$ cat src/rtl/drawing_pkg.sv
// Shared types and defaults for the drawing-engine request arbiter.
package drawing_pkg;

  localparam int NREQ_DEF    = 4;
  localparam int TIMEOUT_DEF = 255;

  typedef logic [1:0] de_cmd_t;

  typedef enum logic [1:0] {
    IDLE    = 2'd0,
    ISSUE   = 2'd1,
    RELEASE = 2'd2,
    DONE    = 2'd3
  } state_t;

endpackage

$ cat src/rtl/drawing_arbiter_if.sv
// Requester-side and drawing-demux-side handshake bundle for drawing_arbiter.
interface drawing_arbiter_if #(
  parameter int NREQ = drawing_pkg::NREQ_DEF
);
  import drawing_pkg::*;

  logic [NREQ-1:0]   req_i;
  logic [2*NREQ-1:0] cmd_i;
  logic [NREQ-1:0]   ack_o;
  logic              de_req;
  de_cmd_t           de_cmd;
  logic              de_ack;
  logic              busy;
  logic              err;

  modport master (
    input  req_i, cmd_i, de_ack,
    output ack_o, de_req, de_cmd, busy, err
  );

  modport slave (
    output req_i, cmd_i, de_ack,
    input  ack_o, de_req, de_cmd, busy, err
  );

endinterface

$ cat src/rtl/drawing_rr_pick.sv
// Combinational round-robin picker: first set request at or after ptr, wrapping.
module drawing_rr_pick
  import drawing_pkg::*;
#(
  parameter int NREQ  = NREQ_DEF,
  parameter int IDX_W = $clog2(NREQ)
) (
  input  logic [NREQ-1:0]  req,
  input  logic [IDX_W-1:0] ptr,
  output logic             any,
  output logic [NREQ-1:0]  gnt,
  output logic [IDX_W-1:0] idx
);

  always_comb begin
    int k;
    any = 1'b0;
    gnt = '0;
    idx = '0;
    k   = 0;
    for (int i = 0; i < NREQ; i++) begin
      k = int'(ptr) + i;
      if (k >= NREQ) k = k - NREQ;
      if (!any && req[k]) begin
        any    = 1'b1;
        gnt[k] = 1'b1;
        idx    = IDX_W'(k);
      end
    end
  end

endmodule

$ cat src/rtl/drawing_arbiter.sv
// Round-robin arbiter sharing the drawing-engine four-phase port among NREQ requesters.
// Optional abort-on-stall watchdog enabled by defining DRAWING_ARBITER_TIMEOUT_EN.
module drawing_arbiter
  import drawing_pkg::*;
#(
  parameter int NREQ    = NREQ_DEF,
  parameter int TIMEOUT = TIMEOUT_DEF
) (
  input  logic              clk,
  input  logic              rst_n,
  drawing_arbiter_if.master bus
);

  localparam int IDX_W = $clog2(NREQ);

  if (NREQ < 2 || NREQ > 8) begin : g_bad_nreq
    $error("drawing_arbiter: NREQ must be in 2..8");
  end
  if (TIMEOUT < 1 || TIMEOUT > 65535) begin : g_bad_timeout
    $error("drawing_arbiter: TIMEOUT must be in 1..65535");
  end

  state_t           state;
  logic [IDX_W-1:0] ptr;
  logic [IDX_W-1:0] gnt_idx;
  logic [NREQ-1:0]  gnt_oh;

  logic             pick_any;
  logic [NREQ-1:0]  pick_gnt;
  logic [IDX_W-1:0] pick_idx;
  logic             grant_ok;
  logic             to_hit;

  drawing_rr_pick #(
    .NREQ  (NREQ),
    .IDX_W (IDX_W)
  ) u_pick (
    .req (bus.req_i),
    .ptr (ptr),
    .any (pick_any),
    .gnt (pick_gnt),
    .idx (pick_idx)
  );

`ifdef DRAWING_ARBITER_TIMEOUT_EN
  localparam int CNT_W = $clog2(TIMEOUT + 1);

  logic [CNT_W-1:0] to_cnt;
  logic             err_r;

  // A stuck de_ack left over from an aborted transfer must clear before a new grant.
  assign grant_ok = pick_any && !bus.de_ack;
  assign to_hit   = ((state == ISSUE && !bus.de_ack) || (state == RELEASE && bus.de_ack))
                    && (to_cnt == CNT_W'(TIMEOUT - 1));
  assign bus.err  = err_r;

  always_ff @(posedge clk or negedge rst_n) begin
    if (!rst_n) begin
      to_cnt <= '0;
      err_r  <= 1'b0;
    end else begin
      if (state == IDLE || state == DONE || (state == ISSUE && bus.de_ack))
        to_cnt <= '0;
      else
        to_cnt <= to_cnt + 1'b1;
      if (to_hit)
        err_r <= 1'b1;
    end
  end
`else
  assign grant_ok = pick_any;
  assign to_hit   = 1'b0;
  assign bus.err  = 1'b0;
`endif

  always_ff @(posedge clk or negedge rst_n) begin
    if (!rst_n) begin
      state      <= IDLE;
      ptr        <= '0;
      gnt_idx    <= '0;
      gnt_oh     <= '0;
      bus.ack_o  <= '0;
      bus.de_req <= 1'b0;
      bus.de_cmd <= '0;
      bus.busy   <= 1'b0;
    end else begin
      case (state)
        IDLE: begin
          if (grant_ok) begin
            state      <= ISSUE;
            gnt_idx    <= pick_idx;
            gnt_oh     <= pick_gnt;
            bus.de_cmd <= bus.cmd_i[{pick_idx, 1'b0} +: 2];
            bus.de_req <= 1'b1;
            bus.busy   <= 1'b1;
          end
        end
        ISSUE: begin
          if (bus.de_ack) begin
            state      <= RELEASE;
            bus.de_req <= 1'b0;
          end else if (to_hit) begin
            state      <= DONE;
            bus.de_req <= 1'b0;
            bus.ack_o  <= gnt_oh;
          end
        end
        RELEASE: begin
          if (!bus.de_ack || to_hit) begin
            state     <= DONE;
            bus.ack_o <= gnt_oh;
          end
        end
        DONE: begin
          // de_cmd is left holding the last command; it is only reloaded on the next grant.
          if (!(|(bus.req_i & gnt_oh))) begin
            state     <= IDLE;
            bus.ack_o <= '0;
            bus.busy  <= 1'b0;
            if (gnt_idx == IDX_W'(NREQ - 1))
              ptr <= '0;
            else
              ptr <= gnt_idx + 1'b1;
          end
        end
        default: state <= IDLE;
      endcase
    end
  end

endmodule

$ cat src/flat_wrapper.sv
// flat-port wrapper written by rule: the top's interface ports become plain ports
module drawing_arbiter_flat import drawing_pkg::*;
#(
  parameter int NREQ    = NREQ_DEF,
  parameter int TIMEOUT = TIMEOUT_DEF
)
  (clk, rst_n, bus_req_i, bus_cmd_i, bus_de_ack, bus_ack_o, bus_de_req, bus_de_cmd, bus_busy, bus_err);
  drawing_arbiter_if #(.NREQ(NREQ)) bus_i ();
  input  logic clk;
  input  logic rst_n;
  input wire logic [$bits(bus_i.req_i)-1:0] bus_req_i;
  input wire logic [$bits(bus_i.cmd_i)-1:0] bus_cmd_i;
  input wire logic [$bits(bus_i.de_ack)-1:0] bus_de_ack;
  output wire logic [$bits(bus_i.ack_o)-1:0] bus_ack_o;
  output wire logic [$bits(bus_i.de_req)-1:0] bus_de_req;
  output wire logic [$bits(bus_i.de_cmd)-1:0] bus_de_cmd;
  output wire logic [$bits(bus_i.busy)-1:0] bus_busy;
  output wire logic [$bits(bus_i.err)-1:0] bus_err;
  assign bus_i.req_i = bus_req_i;
  assign bus_i.cmd_i = bus_cmd_i;
  assign bus_i.de_ack = bus_de_ack;
  assign bus_ack_o = bus_i.ack_o;
  assign bus_de_req = bus_i.de_req;
  assign bus_de_cmd = bus_i.de_cmd;
  assign bus_busy = bus_i.busy;
  assign bus_err = bus_i.err;
  drawing_arbiter #(.NREQ(NREQ), .TIMEOUT(TIMEOUT)) u_core (.clk(clk), .rst_n(rst_n), .bus(bus_i));
endmodule
$ cat config.mk
export PLATFORM = sky130hd
export DESIGN_NAME = drawing_arbiter_flat
export DESIGN_NICKNAME = d
export VERILOG_FILES = /design/src/rtl/drawing_pkg.sv /design/src/rtl/drawing_arbiter_if.sv /design/src/rtl/drawing_rr_pick.sv /design/src/rtl/drawing_arbiter.sv /design/src/flat_wrapper.sv
export SDC_FILE = /design/constraint.sdc
export NUM_CORES = 1
export LEC_CHECK = 0
export BUFFER_PORTS_ARGS = -buffer_cell sky130_fd_sc_hd__buf_4
export CORE_MARGIN = 2
export CORE_UTILIZATION = 55
export DETAILED_ROUTE_END_ITERATION = 7
export PLACE_DENSITY = 0.79
export SLEW_MARGIN = 25
export SYNTH_ARGS = -nofsm -noshare
export SYNTH_HDL_FRONTEND = slang
export SYNTH_SLANG_ARGS = --single-unit
$ cat constraint.sdc
create_clock -name clk -period 3.95 [get_ports clk]
set_clock_uncertainty 0.2 [all_clocks]
set_input_delay 0 -clock clk [delete_from_list [all_inputs] [get_ports clk]]
set_output_delay 0 -clock clk [all_outputs]
set_load 0.005 [all_outputs]
## Word level (Yosys, flattened, before mapping)

Index checks and enable logic that the tools add are counted.

- Bits in registers: 18
- Bits of input ports: 15
- Output and inout port bits: 9
- Word-level logic and storage cells: 113

- Add/subtract/negate cells: 8
- Order comparisons: 12
- Equality and inequality tests: 8
- Shifts and indexed selects: 1
- Muxes and demuxes: 50
- Bitwise logic cells: 5
- Reduce and logical (&&, ||, !) cells: 21

Operators by type and width:

| cell | count |
|---|---|
| greater-or-equal comparator 32 x 1 -> 1 bit, second input constant | 4 |
| less-than comparator 32 x 4 -> 1 bit, second input constant | 4 |
| two-way mux 32 bit | 4 |
| two-way mux 4 bit | 6 |
| two-way mux 1 bit | 19 |
| two-way mux 2 bit | 9 |
| OR 4 bit | 3 |
| subtractor 3 x 3 -> 4 bit, second input constant | 3 |
| greater-or-equal comparator 3 bit, second input constant | 3 |
| AND reduction 3 bit | 3 |
| binary-select mux 1 bit (select 2 bit) | 4 |
| demux 1 bit (select 2 bit) | 4 |
| case mux 2 bit (4 select lines) | 1 |
| case mux 4 bit (2 select lines) | 1 |
| variable part select 8 x 4 -> 2 bit | 1 |
| logical AND 1 bit | 7 |
| adder 2 x 2 -> 3 bit, second input constant | 2 |
| == test 2 bit, second input constant | 3 |
| != test 2 bit, second input constant | 3 |
| nonzero test 2 bit | 3 |
| AND 4 bit | 1 |
| case mux 1 bit (2 select lines) | 2 |
| AND reduction 2 bit | 2 |
| AND reduction 4 bit | 1 |
| other kinds (10) | 12 |

## Depth between registers and ports, before layout

- Word-level depth: 17
- Depth in mapped cells: 9
- Gate-level depth less buffers: 8

## Modules after synthesis

A second synthesis with hierarchy kept.

- Cell total of the unflattened synthesis: 123
- Area, all modules: 1367.6 sq um

Modules (own cells, without submodules):

| module | times used | cells an instance | area an instance (sq um) | seq. area each (sq um) |
|---|---|---|---|---|
| drawing_arbiter | 1 | 75 | 907.1 | 450.4 |
| drawing_rr_pick | 1 | 48 | 460.4 | 0.0 |

## Least setup slack after synthesis

Ideal clock, no wire load.

- Path type: register -> register
- Start: reg u_core.ptr[0]
- End: reg u_core.bus.de_cmd[0]
- Setup time: 0.125 ns
- Arrival: 2.747 ns
- Data required time: 3.625 ns
- Path slack: 0.879 ns
- Cell stages (with the launch flop): 10
- Buffers on the path: 1
- Clock period less this slack: 3.071 ns
- Cell sequence: dfrtp_1 > buf_6 > inv_1 > ha_1 > mux4_2 > nor2b_4 > or2_4 > a21oi_2 > mux4_2 > mux2_2

- Word-level cells in the longest chain between the ends: 16
- Elaborated cells between the ends (all ways): 43
- Those cells by class: add/sub: 7; order compare: 4; shift: 1; mux: 24; reduce/logical: 7

Ends and longest elaborated chain:

| item | RTL line | RTL |
|---|---|---|
| from (decl) | drawing_arbiter.sv:24 | `logic [IDX_W-1:0] ptr;` |
| from (signal assigned) | drawing_arbiter.sv:123 | `ptr <= gnt_idx + 1'b1;` |
| branches (longest 16 deep; another with subtractor 3 x 3 -> 4 bit) | n/a |  |
| to (signal assigned) | drawing_arbiter.sv:93 | `bus.de_cmd <= bus.cmd_i[{pick_idx, 1'b0} +: 2];` |
| to (decl) | drawing_arbiter_if.sv:18 | `output ack_o, de_req, de_cmd, busy, err` |

Several ways; the timed one is not identified. The select of a mux whose other input is x is not followed.
A chain may end at the register's enable or synchronous reset.

## Worst setup path in the final report

- Start: reg u_core.ptr[1]
- End: reg u_core.bus.de_cmd[0]

The elaborated chain is that of the path after synthesis.

==> flow_metrics.py <==
metrics = {
    "floorplan": {
        "die_w_microns": 54.2,
        "initial_utilization": 0.569,
        "dieArea_sq_um": 2930,
        "core_area_sq_um": 2430,
        "io_pins": 24,
        "die_h_microns": 54.2,
        "rows": 18,
    },
    "placed_design": {
        "gp_congestion": 0.846,
        "dp_hpwl_microns": 2180,
        "pre_cts_ws_ns": 0.769,
        "dp_cells": 178,
        "numPortBuffers": 22,
    },
    "sta": {
        "slew_headroom": 0.413,
        "rsz0062_at_grt": "false",
        "worst_pin_slew_ns": 0.856,
        "tns_ns": 0,
        "drv_slew": 0,
        "finalCritPeriodShare": 0.961,
        "period_needed_ns": 3.80,
        "finalSetupViolations": 0,
        "layout_setup_ws_ns": 0.154,
        "hold_violations": 0,
        "max_freq_mhz": 263,
    },
    "critical_path": {
        "worstPathArrival_ns": 3.79,
        "crit_family": "multiplexers",
        "endpoint_kind": "flip-flop",
        "crit_path_max_fanout": 12,
        "cp-start-kind": "flip-flop",
        "cpMostUsedCell": "mux4_2",
        "cp_cell_sequence": "inv_1 > ha_1 > mux4_2 > nor2b_4 > or2_4 > a21oi_2 > mux4_2 > dlygate4sd3_1 > mux2_2",
        "crit_buf_inv": 2,
        "cpMaxStageDelayCell": "dfrtp_1",
        "path_class": "reg2reg",
        "crit_path_max_incr_delay_ns": 0.62,
        "cp.required_ns": 3.94,
    },
    "min_path": {
        "worst_hold_path_type": "in2reg",
    },
    "pwr": {
        "power.leakage_uw": 0.000753,
        "peakVddDrop_mv": 0.547,
        "power.density_nw_per_um2": 793,
    },
    "final_layout": {
        "antennaDiodeCount": 0,
        "final_layout_size_suffix_gt1_frac": 0.296,
        "syn_to_final_growth_pct": 18.9,
        "nets": 189,
        "fin_cells": 189,
    },
    "clock_network": {
        "ctsResizeCount": 0,
        "h-tree-depth": 1,
        "clock_latency_ns": 0.29,
        "clk_path_buf_depth": 2,
        "clkTransAtPathRegs_ns": 0.11,
        "cts_setup_buffers": 0,
        "clockRootBuffer": "clkbuf_4",
        "cts_tree": "done",
        "cts_buffers": 3,
        "clock-sinks": 18,
    },
    "logic_synthesis": {
        "syn-instance-count": 133,
        "yosysUniqueCellTypes": 35,
        "yosysWarnings": 0,
        "ys_seq_area_frac": 0.325,
        "avgSynthCellArea_sq_um": 10.4,
        "synth_nets": 162,
        "synth_seq_cells": 18,
        "synth.cell_area_sq_um": 1380,
    },
    "route": {
        "initialDrtViolationCount": 23,
        "wl_per_cell_microns": 14.9,
        "vias": 1088,
        "first_pass_iters": 4,
        "vias_per_cell": 5.76,
        "route.detailed.drc": 0,
        "postRouteAntennaNets": 0,
        "routed_wirelength_microns": 2810,
    },
    "grt": {
        "antenna_found_initial": 0,
        "track_usage": 0.218,
        "grt_pass1_wl_microns": 4600,
        "grt_max_degree": 19,
        "grt_pass1_vias": 1081,
        "grt-ovfl-total": 0,
    },
    "flow_run": {
        "maxCapViolCount": 0,
    },
    "run_status": {
        "status": "completed",
    },
}
-- final timing paths --
check / from / endpoint / slack, ns / depth (start not counted)
worst min register to register: u_core.gnt_oh[0] / u_core.gnt_oh[0] / 0.31 / 2
worst max-delay path: u_core.ptr[1] / u_core.bus.de_cmd[0] / 0.15 / 9
min in group asynchronous: rst_n / u_core.state[0] / 0.66 / 3
worst min-delay path: bus_req_i[1] / u_core.state[0] / 0.07 / 5
worst max register to register: u_core.ptr[1] / u_core.bus.de_cmd[0] / 0.15 / 9
max in group asynchronous: rst_n / u_core.gnt_oh[3] / 2.37 / 3
-- sequential cells by signal, indices dropped and copies added (netlist names) --
register and count:
u_core.bus.busy 1, u_core.ptr 2, u_core.bus.de_cmd 2, u_core.state 2, u_core.gnt_oh 4, u_core.bus.de_req 1
u_core.gnt_idx 2, u_core.bus.ack_o 4
-- where the power goes --
group          internal, uW  switching, uW  leakage (uW)
clock                  56.1           57.1     0.0000210
sequential              267           70.4      0.000223
combinational           440            413      0.000509
total                   764            541      0.000753
-- logic make-up after synthesis --
group                      count (synthesis)  synth area share
and+or+nand+nor                           38             0.145
AOI/OAI and AO/OA                         30             0.156
muxes                                     18             0.184
DFF                                       18             0.325
adders and majority gates                 14             0.127
buffers and inverters                     13            0.0533
other                                      1           0.00271
xor gates and xnor gates                   1           0.00633
-- layout make-up --
| class | instances | area [sq um] |
|---|---|---|
| Clock buffer | 4 | 36.3 |
| Fill cell | 195 | 787 |
| Inverter | 5 | 18.8 |
| Multi-Input combinational cell | 102 | 860 |
| Sequential cell | 18 | 450 |
| Tap cell | 30 | 37.5 |
| Timing Repair Buffer | 30 | 243 |
-- synth_stat cells --
| cell | n | area (sq um) |
|---|---|---|
| or2_4 | 1 | 8.76 |
| mux2_2 | 10 | 113 |
| o21ai_1 | 4 | 20.0 |
| buf_2 | 2 | 10.0 |
| nand2b_1 | 4 | 25.0 |
| ha_1 | 14 | 175 |
| a22o_1 | 2 | 17.5 |
| a22oi_1 | 7 | 52.6 |
| o31a_1 | 1 | 8.76 |
| nor4_1 | 1 | 6.26 |
| a21oi_2 | 1 | 8.76 |
| nor2b_4 | 1 | 13.8 |
| mux2i_1 | 3 | 30.0 |
| clkbuf_1 | 2 | 7.51 |
| mux4_2 | 5 | 113 |
| inv_1 | 5 | 18.8 |
| o31ai_1 | 1 | 7.51 |
| nor3_2 | 1 | 10.0 |
| nor2b_1 | 4 | 25.0 |
| nand3_1 | 3 | 15.0 |
| nor3_1 | 2 | 10.0 |
| buf_6 | 2 | 22.5 |
| o21ai_0 | 5 | 25.0 |
| a21oi_1 | 2 | 10.0 |
| a221oi_1 | 4 | 35.0 |
| dfrtp_1 | 18 | 450 |
| conb_1 | 1 | 3.75 |
| nand3b_1 | 2 | 15.0 |
| nand2_1 | 13 | 48.8 |
| buf_4 | 2 | 15.0 |
| xnor2_1 | 1 | 8.76 |
| a211oi_2 | 1 | 12.5 |
| nor2_1 | 6 | 22.5 |
| a221o_1 | 1 | 10.0 |
| o2bb2ai_1 | 1 | 8.76 |
-- cells in the final DEF (no fill, tap or decap) --
cell,n
or2_4,1
clkbuf_8,1
o31ai_1,1
conb_1,1
nor2b_4,1
o21ai_1,4
o2bb2ai_1,1
xnor2_1,1
nand2b_1,4
nand2_1,13
o21ai_0,5
nand3b_1,2
nor2_1,6
mux4_2,5
a22oi_1,7
a21oi_1,2
clkbuf_4,3
a221oi_1,4
a221o_1,1
mux2i_1,3
nor3_1,2
o31a_1,1
dlygate4sd3_1,7
mux2_2,10
inv_1,5
ha_1,14
dfrtp_1,18
a21oi_2,1
nand3_1,3
nor2b_1,4
nor4_1,1
buf_4,23
nor3_2,1
a22o_1,2
a211oi_2,1
-- worst reg2reg max path, stage by stage (launching register included) --
cell	delay, ns
dfrtp_1	0.62
inv_1	0.17
ha_1	0.43
mux4_2	0.35
nor2b_4	0.08
or2_4	0.24
a21oi_2	0.23
mux4_2	0.54
dlygate4sd3_1	0.57
mux2_2	0.26
-- routing by layer --
layer  up-vias  global-route usage  part of all wire  wire (microns)
li1        534                   -                 -               -
met1       522               0.246              0.41            1160
met2        28               0.396              0.54            1510
met3         4              0.0417             0.034              96
met4         0              0.0917             0.016              45
met5         -                   0                 0               0
-- through the flow --
stage	total power [uW]	instance area [sq um]	hold WS [ns]	util
finish	1300	1650	0.0746	0.676
global route	1430	1650	0.127	0.676
CTS	1310	1650	0.0714	0.676
detailed placement	1160	1540	-0.318	0.633
global placement	1120	1540	-0.323	0.633
floorplan	980	1380	-0.496	-
-- what timing repair did --
action                                  CTS  global route
endpoints found under the hold margin    22             0
hold buffers                              7             0
endpoints found under the setup margin    0             0
(Power assumes the default switching activity.)
